`config.mk`:
```
export PLATFORM = sky130hd
export DESIGN_NAME = mmio_bridge
export DESIGN_NICKNAME = d
export VERILOG_FILES = /design/src/rtl/mmio_bridge.sv
export SDC_FILE = /design/constraint.sdc
export NUM_CORES = 1
export LEC_CHECK = 0
export CAP_MARGIN = 20
export CORE_AREA = 2 2 264 266
export CTS_CLUSTER_SIZE = 8
export DETAILED_ROUTE_END_ITERATION = 10
export DIE_AREA = 0 0 266 268
export PLACE_DENSITY = 0.66
export RECOVER_POWER = 25
export SLEW_MARGIN = 30
export SYNTH_ARGS = -nofsm -noshare
export SYNTH_HDL_FRONTEND = slang
export SYNTH_SLANG_ARGS = --single-unit
export TNS_END_PERCENT = 50
```
`constraint.sdc`:
```
create_clock -name clock -period 5.5 [get_ports clock]
set_clock_uncertainty 0.05 [all_clocks]
set_input_delay 1.1 -clock clock [delete_from_list [all_inputs] [get_ports clock]]
set_output_delay 1.1 -clock clock [all_outputs]
set_load 0.02 [all_outputs]
```
`src/rtl/mmio_bridge.sv`:
```
// mmio_bridge: data-port address decode, MMIO registers and dot FIFO
// between the core, data RAM, RNG, generation counter and VGA path.
module mmio_bridge #(
    parameter int          DOT_COUNT  = 450,
    parameter int          X_BASE     = 100,
    parameter int          Y_BASE     = 550,
    parameter int          RNG_ADDR   = 99,
    parameter int          GEN_ADDR   = 98,
    parameter int          STAT_ADDR  = 97,
    parameter int          FIFO_DEPTH = 16,
    parameter int          ID_W       = 10,
    parameter int          LOC_W      = 32,
    parameter int          GEN_W      = 14,
    parameter int          GEN_MAX    = 9999,
    parameter logic [31:0] SEED       = 32'hACE1_2468
) (
    input  logic             clock,
    input  logic             reset,
    input  logic [31:0]      cpu_addr,
    input  logic [31:0]      cpu_wdata,
    input  logic             cpu_wren,
    output logic [31:0]      cpu_rdata,
    input  logic             inc_gen,
    output logic [11:0]      ram_addr,
    output logic [31:0]      ram_wdata,
    output logic             ram_wren,
    input  logic [31:0]      ram_rdata,
    output logic             dot_valid,
    input  logic             dot_ready,
    output logic             dot_is_y,
    output logic [ID_W-1:0]  dot_id,
    output logic [LOC_W-1:0] dot_loc,
    output logic [GEN_W-1:0] gen_count,
    output logic             fifo_overflow
);
    localparam int AW = $clog2(FIFO_DEPTH);
    localparam int CW = AW + 1;
    localparam logic [31:0] LFSR_MASK = 32'h8020_0003;
    localparam logic [31:0] SEED_EFF = (SEED == 32'd0) ? 32'd1 : SEED;
    localparam logic [CW-1:0] DEPTH_C = CW'(FIFO_DEPTH);
    localparam logic [GEN_W-1:0] GEN_MAX_C = GEN_W'(GEN_MAX);

    typedef enum logic [2:0] {
        CL_RAM, CL_RNG, CL_GEN, CL_STAT, CL_X, CL_Y
    } cls_t;

    typedef struct packed {
        logic             is_y;
        logic [ID_W-1:0]  id;
        logic [LOC_W-1:0] loc;
    } dot_t;

    cls_t cls;
    cls_t cls_q;
    logic in_x;
    logic in_y;

    assign in_x = (cpu_addr >= 32'(X_BASE)) &&
                  (cpu_addr < 32'(X_BASE + DOT_COUNT));
    assign in_y = (cpu_addr >= 32'(Y_BASE)) &&
                  (cpu_addr < 32'(Y_BASE + DOT_COUNT));

    always_comb begin
        if (cpu_addr == 32'(RNG_ADDR))       cls = CL_RNG;
        else if (cpu_addr == 32'(GEN_ADDR))  cls = CL_GEN;
        else if (cpu_addr == 32'(STAT_ADDR)) cls = CL_STAT;
        else if (in_x)                       cls = CL_X;
        else if (in_y)                       cls = CL_Y;
        else                                 cls = CL_RAM;
    end

    assign ram_addr  = cpu_addr[11:0];
    assign ram_wdata = cpu_wdata;
    assign ram_wren  = cpu_wren && (cls == CL_RAM) &&
                       (cpu_addr < 32'd4096);

    logic [31:0] lfsr;
    logic [31:0] lfsr_next;
    logic [31:0] rng_q;

    assign lfsr_next = {1'b0, lfsr[31:1]} ^ (lfsr[0] ? LFSR_MASK : 32'd0);

    logic [GEN_W-1:0] gen_wr;
    logic [GEN_W-1:0] gen_next;

    assign gen_wr = cpu_wdata[GEN_W-1:0];

    // A CPU load beats a same-cycle increment pulse
    always_comb begin
        gen_next = gen_count;
        if (cpu_wren && cls == CL_GEN)
            gen_next = (gen_wr > GEN_MAX_C) ? GEN_MAX_C : gen_wr;
        else if (inc_gen)
            gen_next = (gen_count == GEN_MAX_C) ? '0
                                                : gen_count + GEN_W'(1);
    end

    dot_t          mem [FIFO_DEPTH];
    dot_t          head;
    dot_t          push_dot;
    logic [AW-1:0] wptr;
    logic [AW-1:0] rptr;
    logic [CW-1:0] count;
    logic [31:0]   base;
    logic          pop;
    logic          push_req;
    logic          push_ok;
    logic          stat_clr;

    assign base     = (cls == CL_Y) ? 32'(Y_BASE) : 32'(X_BASE);
    assign push_dot = '{is_y: (cls == CL_Y),
                        id:   ID_W'(cpu_addr - base),
                        loc:  cpu_wdata[LOC_W-1:0]};

    assign dot_valid = (count != '0);
    assign pop       = dot_valid && dot_ready;
    assign push_req  = cpu_wren && (cls == CL_X || cls == CL_Y);
    // A full FIFO still takes a push when the head leaves this cycle
    assign push_ok   = push_req && ((count < DEPTH_C) || pop);
    assign stat_clr  = cpu_wren && (cls == CL_STAT) && cpu_wdata[31];

    assign head     = mem[rptr];
    assign dot_is_y = dot_valid && head.is_y;
    assign dot_id   = dot_valid ? head.id : '0;
    assign dot_loc  = dot_valid ? head.loc : '0;

    always_ff @(posedge clock) begin
        if (push_ok)
            mem[wptr] <= push_dot;
    end

    always_ff @(posedge clock) begin
        if (reset) begin
            wptr          <= '0;
            rptr          <= '0;
            count         <= '0;
            fifo_overflow <= 1'b0;
            gen_count     <= '0;
            lfsr          <= SEED_EFF;
            rng_q         <= '0;
            cls_q         <= CL_RAM;
        end else begin
            if (push_ok)
                wptr <= wptr + AW'(1);
            if (pop)
                rptr <= rptr + AW'(1);
            if (push_ok && !pop)
                count <= count + CW'(1);
            else if (pop && !push_ok)
                count <= count - CW'(1);
            fifo_overflow <= (push_req && !push_ok) ||
                             (fifo_overflow && !stat_clr);
            gen_count <= gen_next;
            lfsr      <= lfsr_next;
            rng_q     <= lfsr;
            cls_q     <= cls;
        end
    end

    logic [31:0] status;

    assign status = 32'({fifo_overflow, count});

    always_comb begin
        case (cls_q)
            CL_RNG:  cpu_rdata = rng_q;
            CL_GEN:  cpu_rdata = 32'(gen_count);
            CL_STAT: cpu_rdata = status;
            CL_RAM:  cpu_rdata = ram_rdata;
            default: cpu_rdata = '0;
        endcase
    end
endmodule

```
==> summary.md, run 1 <==
| Metric | Value |
|---|---|
| Status | finished clean |
| Layout cells sized above 1 | 23.2% |
| Bufs and invs on worst path | 3 |
| TritonCTS Buffers | 106 |
| Worst slew pin tran | 1170 ps |
| Ys async rst share | 0% |
| First-pass GRT wire length | 104,000 µm |
| Sequential share of the synthesized area | 72.9% |
| Clock power share | 36.3% |
| Synth area leaders | edfxtp_1 (68%), mux4_2 (16%), dfxtp_1 (5.4%) |
| Remaining DRCs | 0 |
| Fill cells | 5,181 |
| Post-CTS Setup Inserts | 0 |
| Minimum clock period | 4970 ps |
| Distinct cell type count after synthesis | 60 |
| R2r setup slk | 1820 ps |
| Setup slack after layout | 527 ps |
| Clk_lat worst skew | 650 ps |
| CP max stage cell | clkdlybuf4s50_1 |
| Drt wl/cell | 25.4 µm |
| Placement Cell Area | 34,200 µm² |
| Comb pwr share | 22.0% |
| Most frequent cells in the layout | edfxtp_1 (688), mux4_2 (221), clkdlybuf4s50_1 (210) |
| Gate Count Post-Synth | 1,523 |
| Syn Nets | 1,638 |
| Avg Vias per Cell | 5.69 |
| Critical path's most frequent cell | clkdlybuf4s50_1 |
| Sequential share of power | 41.6% |
| PD cells | 427 nW/µm² |
| Worst Path Arrival | 3820 ps |
| Routed WL | 69,000 µm |
| CTS Root Cell | clkbuf_16 |
| Vias | 15,466 |
| Area used by multi-input combinational logic | 7740 µm² |
| Period utilization | 90.4% |
| Synth top area share | 67.5% |
| Slew HR | 22.0% |
| RSZ-0062 raised after global routing | false |
| Crit-path max FO | 7 |
| Hold Vio Cnt, Final | 0 |
| GRT Resource Usage Total | 19.8% |
| Cell Int Power | 11,800 µW |
| Final Max Tran Viols | 0 |
| Port Buffer Count | 236 |
| FF/Latch Area | 22,300 µm² |
| Final HPWL DP | 38,000 µm |
| Most used DFF post-synth | edfxtp_1 |
| Final setup vio count | 0 |
| Crit-path max cell delay | 690 ps |
| Final Cell Area | 37,100 µm² |
| Post-CTS Hold Buffers | 0 |
| Max Clk Rate | 201 MHz |
| DRT antenna net count | 0 |
| CTS tree | yes |
| Sw Share | 25.7% |
| CP Cell Sequence | clkdlybuf4s50_1, nor2_1, nand2_1, a2111oi_0, buf_4, o21ai_0, nor4_1, clkdlybuf4s50_1 |
| Core ar. | 68,200 µm² |
| RD Place Congestion | 0.793 |
| CP endpoint kind | output port |
| Psw | 4070 µW |
| Initial Util | 44.9% |
| Number of synthesized flops with an enable pin | 688 |
| MaxCap Viol Count | 0 |
| Min-Delay Path Class | flip-flop to flip-flop |
| Startpoint types | primary input |
| WP data required | 4350 ps |
| Clock sinks | 770 |
| Antenna violations before repair | 1 |
| Nets | 1,912 |
| Grt ovf | 0 |
| Post-cts resize count | 0 |
| Synth warnings | 0 |
| CTS Buffer Depth | 3 |
| Pre-CTS setup slack | 564 ps |
| Lkg Pwr | 0.0115 µW |
| CP Class | primary input to output port |
| Chip Height | 268 µm |
| Most common cell after layout, fill and taps aside | edfxtp_1 |
| Iteration count of the initial detailed-routing pass | 5 |
| Die footprint | 71,300 µm² |
| Top cell type by total area after synthesis | edfxtp_1 |
| Drt initial violations | 1,414 |
| Maximum vdd drop | 0.305 mV |
| Vias in the first global route | 16,592 |
| Layout area overhead | 21.2% |
| Pin count of the biggest net entering global routing | 58 |
| IO Count | 237 |
| Flops & latches, synth | 770 |
| Avg Synthesized Cell Area | 20.1 µm² |
| Clock-pin transition on the worst setup and hold timing paths | 50 ps |
| Setup TNS | 0 ps |
| Die W | 266 µm |
| H-Tree Depth | 3 |
| FP Rows | 96 |
| CP delay by family, top | buffers and inverters |
| Cell Area, Synth | 30,600 µm² |
==> cell families (layout without fill, tap and decap cells) <==
kind of cell | after synthesis | after routing | share of synthesized area (%)
xor+xnor | 22 | 22 | 0.630
compound gates | 77 | 77 | 1.70
flops | 770 | 770 | 72.9
mux | 233 | 233 | 16.7
buf+inv | 135 | 446 | 2.48
simple gates | 272 | 272 | 5.06
fa+ha+maj | 14 | 14 | 0.597
other cells | 0 | 1 | 0
==> cell type report <==
cell class | instances | area share (%)
inverter | 17 | 0.172
sequential | 770 | 60.1
clock buffer | 139 | 7.62
tap | 882 | 2.97
multi-input combinational | 618 | 20.9
antenna | 1 | 0.00674
clock inverter | 6 | 0.179
timing repair buffer | 284 | 8.04
==> Yosys cell counts, types with 5 or more instances <==
master	number
edfxtp_1	688
mux4_2	221
dfxtp_1	82
nor2_1	53
and2_1	47
nor2b_1	46
buf_4	44
clkbuf_1	41
nand2_1	28
nor3_1	26
a21oi_1	24
a22o_1	18
inv_1	16
buf_2	15
ha_1	13
xor2_1	13
nand3_1	12
or2_2	12
nor4_1	11
a211oi_1	10
mux2i_1	10
buf_1	9
buf_6	9
xnor2_1	9
nand2b_1	7
o21ai_0	7
nand4_1	5
or3_1	5
==> metrics by stage <==
stage,power [µW],hold slack (ps),std cells,utilization [%]
after floorplan,8920,356,1523,-
after global placement,10200,364,2571,50.1
after detailed placement,10300,368,2571,50.1
after CTS,16000,381,2716,54.4
after global routing,16400,390,2716,54.4
final,15800,377,2717,54.4
==> path summary, 6_finish.rpt <==
check	cells after the start	startpoint	endpoint
setup / recovery	8	cpu_addr[3]	ram_wren
hold / removal	1	lfsr[23]	lfsr[22]
setup reg to reg	11	count[1]	count[4]
hold reg to reg	1	lfsr[23]	lfsr[22]
==> per-layer routing <==
metal  GRT usage (%)  vias to the layer above  share of wire, %
li1                -                     6685                 -
met1            27.0                     8082                42
met2            32.8                      608                49
met3            3.75                       91               7.3
met4            5.85                        0               1.6
met5               0                        -                 0
==> worst reg2reg max path, stage by stage, from the launching register on <==
cell     delay, ps
dfxtp_1        350
nor4_1         470
nand2_4        430
nand2_1        360
ha_1           270
inv_1          100
ha_1           320
nor2b_1        160
o21a_1         180
or3_1          320
a21oi_1        200
mux2_2         350
==> sequential cells by signal, summed over array words and instances (netlist names), named ones only <==
register and count:
mem 688, cls_q 3, lfsr 32, wptr 4, count 5, rptr 4
gen_count 14, rng_q 15, fifo_overflow 1
==> power by group through the flow <==
stage / sequential [µW] / clock, µW / combinational, µW
global route: 6610 / 6110 / 3730
global placement: 6710 / 0 / 3520
floorplan: 6580 / 0 / 2340
detailed placement: 6710 / 0 / 3560
CTS: 6600 / 5870 / 3580
finish: 6590 / 5760 / 3490
No activity file was read; power rests on OpenSTA's default activity.
==> inputs of run 2 (changes only) <==
Settings changed: HOLD_SLACK_MARGIN set to 0.15.
==> results of run 2 <==
Final layout, timing and power as in run 1 (identical DEF).
